===== config.mk =====
export PLATFORM = sky130hd
export DESIGN_NAME = vram_arbiter
export DESIGN_NICKNAME = d
export VERILOG_FILES = /design/src/rtl/vram_arb_pkg.sv /design/src/rtl/vram_arbiter.sv
export SDC_FILE = /design/constraint.sdc
export NUM_CORES = 1
export LEC_CHECK = 0
export CORE_UTILIZATION = 34
export DETAILED_ROUTE_END_ITERATION = 10
export PLACE_DENSITY = 0.64
export SYNTH_ARGS = -nofsm -noshare
export SYNTH_HDL_FRONTEND = slang
export SYNTH_SLANG_ARGS = --single-unit

===== constraint.sdc =====
create_clock -name clk_sys -period 2.11 [get_ports clk_sys]
set_input_delay 0.422 -clock clk_sys [delete_from_list [all_inputs] [get_ports clk_sys]]
set_output_delay 0.422 -clock clk_sys [all_outputs]
set_load 0.1 [all_outputs]

===== src/rtl/vram_arb_pkg.sv =====
// Shared types for the VRAM arbiter: FSM states, requester ports and the
// default SRAM access length.
package vram_arb_pkg;

  typedef enum logic [1:0] {
    IDLE = 2'd0,
    VID  = 2'd1,
    CPU  = 2'd2,
    DMA  = 2'd3
  } state_e;

  typedef enum logic [1:0] {
    P_VID = 2'd0,
    P_CPU = 2'd1,
    P_DMA = 2'd2
  } port_e;

  localparam int ACC_CYCLES_DEF = 2;

endpackage


===== src/rtl/vram_arbiter.sv =====
// VRAM arbiter: shares one asynchronous SRAM between a video fetcher and two
// bus masters (CPU, DMA). Video has absolute priority over the masters, the
// masters alternate round-robin, and each access runs to completion.
module vram_arbiter
  import vram_arb_pkg::*;
#(
  parameter int ACC_CYCLES = ACC_CYCLES_DEF,
  parameter int ADDR_W     = 15
) (
  input  logic              clk_sys,
  input  logic              reset,
  input  logic              ce_7mn,
  input  logic              vid_req,
  input  logic [ADDR_W-1:0] vid_addr,
  output logic [7:0]        vid_dout,
  input  logic              cpu_req,
  input  logic              cpu_we,
  input  logic [ADDR_W-1:0] cpu_addr,
  input  logic [7:0]        cpu_wdata,
  output logic              cpu_ack,
  output logic [7:0]        cpu_rdata,
  input  logic              dma_req,
  input  logic              dma_we,
  input  logic [ADDR_W-1:0] dma_addr,
  input  logic [7:0]        dma_wdata,
  output logic              dma_ack,
  output logic [7:0]        dma_rdata,
  output logic [ADDR_W-1:0] mem_addr,
  output logic [7:0]        mem_wdata,
  input  logic [7:0]        mem_rdata,
  output logic              mem_we,
  output logic              mem_oe,
  output logic              vid_late
);

  localparam int CNT_W = $clog2(ACC_CYCLES + 1);

  state_e            state_q, state_d;
  port_e             last_grant_q, last_grant_d;
  logic [CNT_W-1:0]  cnt_q, cnt_d;
  logic              vid_prev_q, vid_prev_d;
  logic              vid_pend_q, vid_pend_d;
  logic              vid_late_q, vid_late_d;
  logic [7:0]        vid_dout_q, vid_dout_d;
  logic [7:0]        cpu_rdata_q, cpu_rdata_d;
  logic [7:0]        dma_rdata_q, dma_rdata_d;
  logic              cpu_ack_q, cpu_ack_d;
  logic              dma_ack_q, dma_ack_d;
  logic [ADDR_W-1:0] mem_addr_q, mem_addr_d;
  logic [7:0]        mem_wdata_q, mem_wdata_d;
  logic              mem_we_q, mem_we_d;
  logic              mem_oe_q, mem_oe_d;

  logic vid_rise;
  logic cpu_want;
  logic dma_want;
  logic acc_last;

  // Grant selection, access sequencing, completion capture and deadline flag.
  // A master whose ack is high this cycle is masked so a held request only
  // counts again from the following cycle.
  always_comb begin
    state_d      = state_q;
    last_grant_d = last_grant_q;
    cnt_d        = cnt_q;
    vid_prev_d   = vid_req;
    vid_dout_d   = vid_dout_q;
    cpu_rdata_d  = cpu_rdata_q;
    dma_rdata_d  = dma_rdata_q;
    cpu_ack_d    = 1'b0;
    dma_ack_d    = 1'b0;
    mem_addr_d   = mem_addr_q;
    mem_wdata_d  = mem_wdata_q;
    mem_we_d     = mem_we_q;
    mem_oe_d     = mem_oe_q;

    vid_rise   = vid_req & ~vid_prev_q;
    cpu_want   = cpu_req & ~cpu_ack_q;
    dma_want   = dma_req & ~dma_ack_q;
    acc_last   = (cnt_q == CNT_W'(ACC_CYCLES));
    vid_pend_d = vid_pend_q | vid_rise;
    vid_late_d = vid_late_q | (ce_7mn & (vid_pend_q | (state_q == VID)));

    case (state_q)
      IDLE: begin
        mem_we_d = 1'b0;
        mem_oe_d = 1'b0;
        if (vid_pend_d) begin
          state_d     = VID;
          vid_pend_d  = 1'b0;
          cnt_d       = CNT_W'(1);
          mem_addr_d  = vid_addr;
          mem_wdata_d = 8'h00;
          mem_oe_d    = 1'b1;
        end else if (cpu_want && ((last_grant_q == P_DMA) || !dma_want)) begin
          state_d      = CPU;
          last_grant_d = P_CPU;
          cnt_d        = CNT_W'(1);
          mem_addr_d   = cpu_addr;
          mem_wdata_d  = cpu_wdata;
          mem_we_d     = cpu_we;
          mem_oe_d     = ~cpu_we;
        end else if (dma_want) begin
          state_d      = DMA;
          last_grant_d = P_DMA;
          cnt_d        = CNT_W'(1);
          mem_addr_d   = dma_addr;
          mem_wdata_d  = dma_wdata;
          mem_we_d     = dma_we;
          mem_oe_d     = ~dma_we;
        end
      end
      default: begin
        if (acc_last) begin
          state_d  = IDLE;
          mem_we_d = 1'b0;
          mem_oe_d = 1'b0;
          case (state_q)
            VID: vid_dout_d = mem_rdata;
            CPU: begin
              cpu_ack_d = 1'b1;
              if (!mem_we_q) cpu_rdata_d = mem_rdata;
            end
            DMA: begin
              dma_ack_d = 1'b1;
              if (!mem_we_q) dma_rdata_d = mem_rdata;
            end
            default: ;
          endcase
        end else begin
          cnt_d = cnt_q + CNT_W'(1);
        end
      end
    endcase
  end

  // State and output registers; reset aborts any access in flight and loads
  // the current vid_req level so a request held through reset is not an edge.
  always_ff @(posedge clk_sys) begin
    if (reset) begin
      state_q      <= IDLE;
      last_grant_q <= P_DMA;
      cnt_q        <= '0;
      vid_prev_q   <= vid_req;
      vid_pend_q   <= 1'b0;
      vid_late_q   <= 1'b0;
      vid_dout_q   <= 8'h00;
      cpu_rdata_q  <= 8'h00;
      dma_rdata_q  <= 8'h00;
      cpu_ack_q    <= 1'b0;
      dma_ack_q    <= 1'b0;
      mem_addr_q   <= '0;
      mem_wdata_q  <= 8'h00;
      mem_we_q     <= 1'b0;
      mem_oe_q     <= 1'b0;
    end else begin
      state_q      <= state_d;
      last_grant_q <= last_grant_d;
      cnt_q        <= cnt_d;
      vid_prev_q   <= vid_prev_d;
      vid_pend_q   <= vid_pend_d;
      vid_late_q   <= vid_late_d;
      vid_dout_q   <= vid_dout_d;
      cpu_rdata_q  <= cpu_rdata_d;
      dma_rdata_q  <= dma_rdata_d;
      cpu_ack_q    <= cpu_ack_d;
      dma_ack_q    <= dma_ack_d;
      mem_addr_q   <= mem_addr_d;
      mem_wdata_q  <= mem_wdata_d;
      mem_we_q     <= mem_we_d;
      mem_oe_q     <= mem_oe_d;
    end
  end

  assign vid_dout  = vid_dout_q;
  assign cpu_rdata = cpu_rdata_q;
  assign dma_rdata = dma_rdata_q;
  assign cpu_ack   = cpu_ack_q;
  assign dma_ack   = dma_ack_q;
  assign mem_addr  = mem_addr_q;
  assign mem_wdata = mem_wdata_q;
  assign mem_we    = mem_we_q;
  assign mem_oe    = mem_oe_q;
  assign vid_late  = vid_late_q;

endmodule


==> summary.txt, run 1 <==
Status
  • Status: complete, no violations

Detailed routing
  • DR iter-0 viols: 68
  • Post-route ant nets: 0
  • Drt total wl: 7634 um
  • Via density: 4.882
  • Wire per inst: 13.91 um
  • Drt drc: 0
  • Drt pass-1 iters: 4
  • Vias: 2680

Setup path
  • Worst R2R End: cpu_rdata[2]
  • FF-to-FF Start: state_q[1]
  • Setup Crit Path Kind: primary input to flip-flop
  • CP max-delay cell: clkdlybuf4s50_1
  • Largest delay share family, worst path: buffers and inverters
  • Max incr delay on CP: 0.47 ns
  • Arrival @ worst endpoint: 1.97 ns
  • Crit-path cells: clkdlybuf4s50_1 > nor2b_2 > o41ai_4 > buf_12 > a211o_1 > o31ai_1
  • Largest fanout on the critical path: 22
  • Number of cells on the critical path: 6
  • Crit path buf inv count: 2
  • Critical path data required time: 2.35 ns
  • CP endpoint kind: flip-flop
  • Reg-to-reg slack, setup: 0.54 ns
  • Worst Setup Start Kind: primary input
  • Reg2Reg Depth: 4

Finish
  • Design area: 4380 um^2
  • # fillers: 759
  • Register area: 1204 um^2
  • Antenna Cells: 0
  • Layout cells sized above 1: 0.2260
  • Area growth from synthesis to layout: 54.84%
  • Post-layout util: 0.5554
  • Most frequent cells in the layout: clkdlybuf4s50_1, buf_4, dfxtp_1
  • Multi-input gate area: 1435 um^2
  • Leading cell type in the layout, fill and taps excluded: clkdlybuf4s50_1
  • Final net count: 520

Die
  • DIE HEIGHT: 93.22 um
  • Die area: 8689 um^2
  • Die Wd: 93.22 um
  • Initial Utilization: 0.3587
  • Core ar.: 7888 um^2
  • # IOs: 129
  • Number of placement rows: 32

Timing
  • Fin crit period: 1.726 ns
  • Fin Setup TNS: 0 ns
  • Final period util: 0.8178
  • Slew headroom: 0.5253
  • Fin. Hold Viols: 0
  • Worst-margin pin slew: 0.7120 ns
  • FMAX: 579.5 MHz
  • Worst Skew: 0.004739 ns
  • Setup violators final: 0
  • Pins over their slew limit: 0
  • RSZ-0062 raised after global routing: no

Clock network
  • Root Buffer: clkbuf_8
  • Clock Latency Late Sink: 0.33 ns
  • Worst-path clk slew: 0.07 ns
  • Post-CTS Setup Repair Bufs: 0
  • Cts-stage hold buffer count: 0
  • CTS max path bufs: 2
  • CTS tree: yes
  • Htree depth: 3
  • CTS Sinks: 60
  • CTS resizes: 0
  • Num CTS Buffers: 9

Global routing
  • First-pass GRT wire length: 12200 um
  • Total gr overflow: 0
  • Vias in the first global route: 2593
  • Tot GR Track Use: 0.1805
  • Initial antenna violation count: 0
  • Pin count of the biggest net entering global routing: 46

Yosys
  • Syn Inst Count: 312
  • Sequential share of the synthesized area: 0.4246
  • Post-synth cell types: 38
  • Yosys warns: 0
  • Synthesized cell area: 2829 um^2
  • Mean Syn Cell Area: 9.067 um^2
  • Syn nets: 390
  • Synth Register Bits: 60

Placement
  • Input/output buffers: 128
  • Dpl cell area: 4130 um^2
  • GP Congestion: 0.7141
  • HPWL Detailed: 5602 um

Pwr
  • PwrDens: 940.3 nW/um^2
  • Leak pwr: 1.773 nW
  • Design Power: 4.119 mW
  • Max VDD drop: 0.0004178 V

Hold path
  • Hold path endpoint: vid_late
  • Hold path startpoint: vid_late
  • Hold Crit Class: flip-flop to flip-flop
  • Hold Crit Depth: 2

Run
  • # Max-Cap Violations: 0
cell families (layout without fill, tap and decap cells):
| family | after synthesis | count (layout) | share of synthesized area |
|---|---|---|---|
| AOI/OAI and AO/OA | 71 | 71 | 0.2110 |
| buffers and inverters | 42 | 177 | 0.06811 |
| adders and majority gates | 1 | 1 | 0.004422 |
| muxes | 18 | 18 | 0.06369 |
| DFF | 60 | 60 | 0.4246 |
| and+or+nand+nor | 120 | 120 | 0.2282 |
cell usage after synthesis:
cell type  instances  area (um^2)
o31ai_1           16        120.1
nor2b_4            1        13.76
mux2i_1           18        180.2
o41ai_4            1        27.53
nand3_1            8        40.04
nor2_4             1        11.26
nand2b_1           5        31.28
nor3b_2            1        12.51
nor3_4             1        16.27
or3_1              1        6.260
nor2b_2            1        8.760
nor2_1            16        60.06
inv_1             18        67.56
a2111oi_4          1        27.53
o2bb2ai_2          8        120.1
nor3_1            33        165.2
clkbuf_2           1        5.000
a21o_1             3        22.52
ha_1               1        12.51
buf_1              2        7.510
buf_2              9        45.04
a21oi_2            1        8.760
clkbuf_1           8        30.03
o31a_1             1        8.760
nor2b_1            3        18.77
a211o_1           15        131.4
nand2_1           28        105.1
nand3b_1          17        127.6
buf_6              2        22.52
dfxtp_1           60         1201
nor3b_1            1        7.510
a21oi_1           22        110.1
or2_1              2        12.51
a21boi_1           1        7.510
buf_4              2        15.01
o211ai_1           1        7.510
nand4b_1           1        8.760
o21ai_0            1        5.000
flip-flops by register name, indices dropped and copies added (netlist names), 2 cells and up:
| name | flops |
|---|---|
| vid_dout | 8 |
| cnt_q | 2 |
| cpu_rdata | 8 |
| mem_wdata | 8 |
| mem_addr | 15 |
| dma_rdata | 8 |
| last_grant_q | 2 |
| state_q | 2 |
layout make-up:
class | count | share of cell area
clock inverter | 4 | 0.02171
multi-input combinational | 210 | 0.3276
sequential | 60 | 0.2748
tap | 102 | 0.02913
inverter | 18 | 0.01542
timing repair buffer | 143 | 0.2959
clock buffer | 12 | 0.03542
where the power goes:
part           internal (mW)  switching (mW)  leakage [nW]
registers               1.24          0.0840         0.491
clock network          0.848           0.449         0.127
logic                  0.486            1.01          1.16
total                   2.58            1.54          1.77
tightest hold or removal path, delay by kind of cell (launching register included):
kind	cells	cell delay (ns)
AOI/OAI and AO/OA	1	0.05
buffers and inverters	1	0.05
DFF	1	0.31
per-stage QoR:
| step | hold WS, ns | setup WS (ns) | cells |
|---|---|---|---|
| after global placement | 0.4444 | 0.07161 | 533 |
| after detailed placement | 0.4467 | 0.03236 | 533 |
| final | 0.4563 | 0.3844 | 549 |
| after floorplan | 0.4469 | 0.2188 | 312 |
| after CTS | 0.4573 | 0.3804 | 549 |
| after global routing | 0.4769 | 0.2946 | 549 |
metal layers:
layer	vias up	global-route usage	wire, um
met1	1206	0.2221	3429
met3	10	0.06179	628
met2	100	0.2917	3477
li1	1364	-	-
met5	-	0	0
met4	0	0.06538	98
how the worst max path moves through the flow:
| stage | start | end | slack [ns] |
|---|---|---|---|
| floorplan | cpu_ack | mem_addr[10] | 0.22 |
| detailed placement | dma_req | mem_addr[7] | 0.03 |
| CTS | dma_req | mem_addr[14] | 0.38 |
| global placement | cpu_req | mem_wdata[6] | 0.07 |
| global route | dma_req | mem_addr[7] | 0.29 |
| finish | dma_req | mem_addr[7] | 0.38 |
(Power assumes the default switching activity.)
==> run 2: changes to the inputs <==
PLACE_DENSITY = 0.66   (was 0.64)
clock period = 1.5 ns   (was 2.11 ns; I/O delays follow)
==> run 2 against run 1 <==
Against the previous run: routed wire length is 7.8% higher; power is 46% higher; core utilization is 11 points higher; clock-buffer cell count is 2 lower.
==> summary.txt, run 2 (synthesized netlist as in run 1, its figures left out) <==
Status
  • Status: complete, no violations

Placement
  • Dpl cell area: 4954 um^2
  • Input/output buffers: 128
  • GP Congestion: 0.7762
  • HPWL Detailed: 6307 um

Setup path
  • Critical path data required time: 1.77 ns
  • Worst R2R End: mem_wdata[4]
  • Reg-to-reg slack, setup: 0.03 ns
  • FF-to-FF Start: vid_prev_q
  • CP endpoint kind: flip-flop
  • Worst Setup Start Kind: flip-flop
  • Setup Crit Path Kind: flip-flop to flip-flop
  • Largest fanout on the critical path: 8
  • Arrival @ worst endpoint: 1.74 ns
  • Reg2Reg Depth: 5

Clock network
  • Num CTS Buffers: 9
  • CTS tree: yes
  • Worst-path clk slew: 0.07 ns
  • Clock Latency Late Sink: 0.33 ns
  • Root Buffer: clkbuf_8
  • Htree depth: 3
  • CTS Sinks: 60
  • CTS max path bufs: 2

Detailed routing
  • DR iter-0 viols: 121
  • Via density: 4.960
  • Drt drc: 0
  • Vias: 2852
  • Post-route ant nets: 0
  • Drt total wl: 8232 um
  • Drt pass-1 iters: 4
  • Wire per inst: 14.32 um

Timing
  • RSZ-0062 raised after global routing: yes
  • Final period util: 0.9819
  • Pins over their slew limit: 0
  • Fin. Hold Viols: 0
  • Setup violators final: 0
  • Fin Setup TNS: 0 ns
  • FMAX: 679.0 MHz
  • Worst-margin pin slew: 0.4446 ns
  • Fin crit period: 1.473 ns
  • Slew headroom: 0.7026
  • Worst Skew: 0.009026 ns

Pwr
  • Leak pwr: 2.077 nW
  • Max VDD drop: 0.0006208 V
  • PwrDens: 1140 nW/um^2

Die
  • Initial Utilization: 0.3587
  • Core ar.: 7888 um^2
  • Die area: 8689 um^2
  • # IOs: 129
  • DIE HEIGHT: 93.22 um
  • Number of placement rows: 32
  • Die Wd: 93.22 um

Finish
  • Leading cell type in the layout, fill and taps excluded: clkdlybuf4s50_1
  • Final net count: 546
  • Max reg flops: 15
  • Area growth from synthesis to layout: 86.69%
  • Antenna Cells: 0
  • Layout cells sized above 1: 0.2981
  • Post-layout util: 0.6696
  • Most frequent cells in the layout: clkdlybuf4s50_1, dfxtp_1, buf_12
  • Design area: 5281 um^2

Global routing
  • Initial antenna violation count: 0
  • Vias in the first global route: 2808
  • Tot GR Track Use: 0.2012
  • Pin count of the biggest net entering global routing: 26
  • First-pass GRT wire length: 13590 um
  • Total gr overflow: 0

Run
  • # Max-Cap Violations: 0

Hold path
  • Hold path startpoint: vid_req
  • Hold Crit Depth: 1
  • Hold Crit Class: primary input to flip-flop
  • Hold path endpoint: vid_prev_q
## run 2: cell count changes in the layout (fill, tap and decap cells not counted), moves of 3 or more
| cell | change |
|---|---|
| buf_12 | +52 |
| buf_4 | -29 |
| clkdlybuf4s50_1 | -3 |
| dfxtp_1 | -3 |
| dlygate4sd2_1 | +3 |
## run 2: metrics by stage
step           total power [mW]  hold slack (ns)  setup WS, ns  instances
2_1_floorplan             3.425           0.3277       -0.1144        312
3_5_place_dp              4.438           0.4771       -0.4346        553
4_1_cts                   6.024           0.2006      0.001601        572
3_3_place_gp              4.406           0.4623       -0.3966        553
6_report                  6.023           0.2179       0.02718        575
5_1_grt                   6.275           0.2080      -0.05010        575
## run 2: worst max-delay path, stage by stage (launching register included)
cell       delay (ns)
dfxtp_2          0.35
nor2b_4          0.06
o41ai_4          0.49
nor2b_4          0.25
buf_8            0.15
o2bb2ai_4        0.11
## run 2: final cells by class
class                      count  area (um^2)
clock inverter                 6        68.82
tap                          102        127.6
clock buffer                  10        148.9
inverter                      18        67.56
fill                         605         2606
sequential                    60         1212
timing repair buffer         169         2153
multi-input combinational    210         1503
## run 2: power breakdown
group	internal, mW	switching (mW)	leakage [nW]
Clock	0.875	0.666	0.108
Combinational	1.08	1.48	1.48
Sequential	1.75	0.173	0.492
Total	3.70	2.32	2.08
## run 2: how the worst max path moves through the flow
stage	startpoint	to	slack [ns]	depth (start not counted)
final	vid_prev_q	mem_wdata[4]	0.03	5
after global routing	vid_prev_q	mem_wdata[4]	-0.05	5
after CTS	cnt_q[0]	dma_rdata[3]	0.002	6
after detailed placement	cpu_req	mem_addr[13]	-0.43	6
after global placement	vid_req	mem_wdata[2]	-0.40	6
after floorplan	dma_ack	mem_addr[10]	-0.11	6
## run 2: timing repair
action / 4_1_cts / 5_1_grt
endpoints found under the setup margin: 26 / 34
gates cloned: 1 / 0
pin swaps: 2 / 6
setup buffers: 2 / 3
hold buffers: 0 / 0
resized for setup: 11 / 12
## run 2: layer usage
layer  vias to the layer above  global-route usage  share of wire
met1                      1327              0.2523           0.43
met3                        12             0.04878          0.057
met4                         0             0.08205          0.019
li1                       1419                   -              -
met2                        94              0.3303           0.49
met5                         -                   0              0
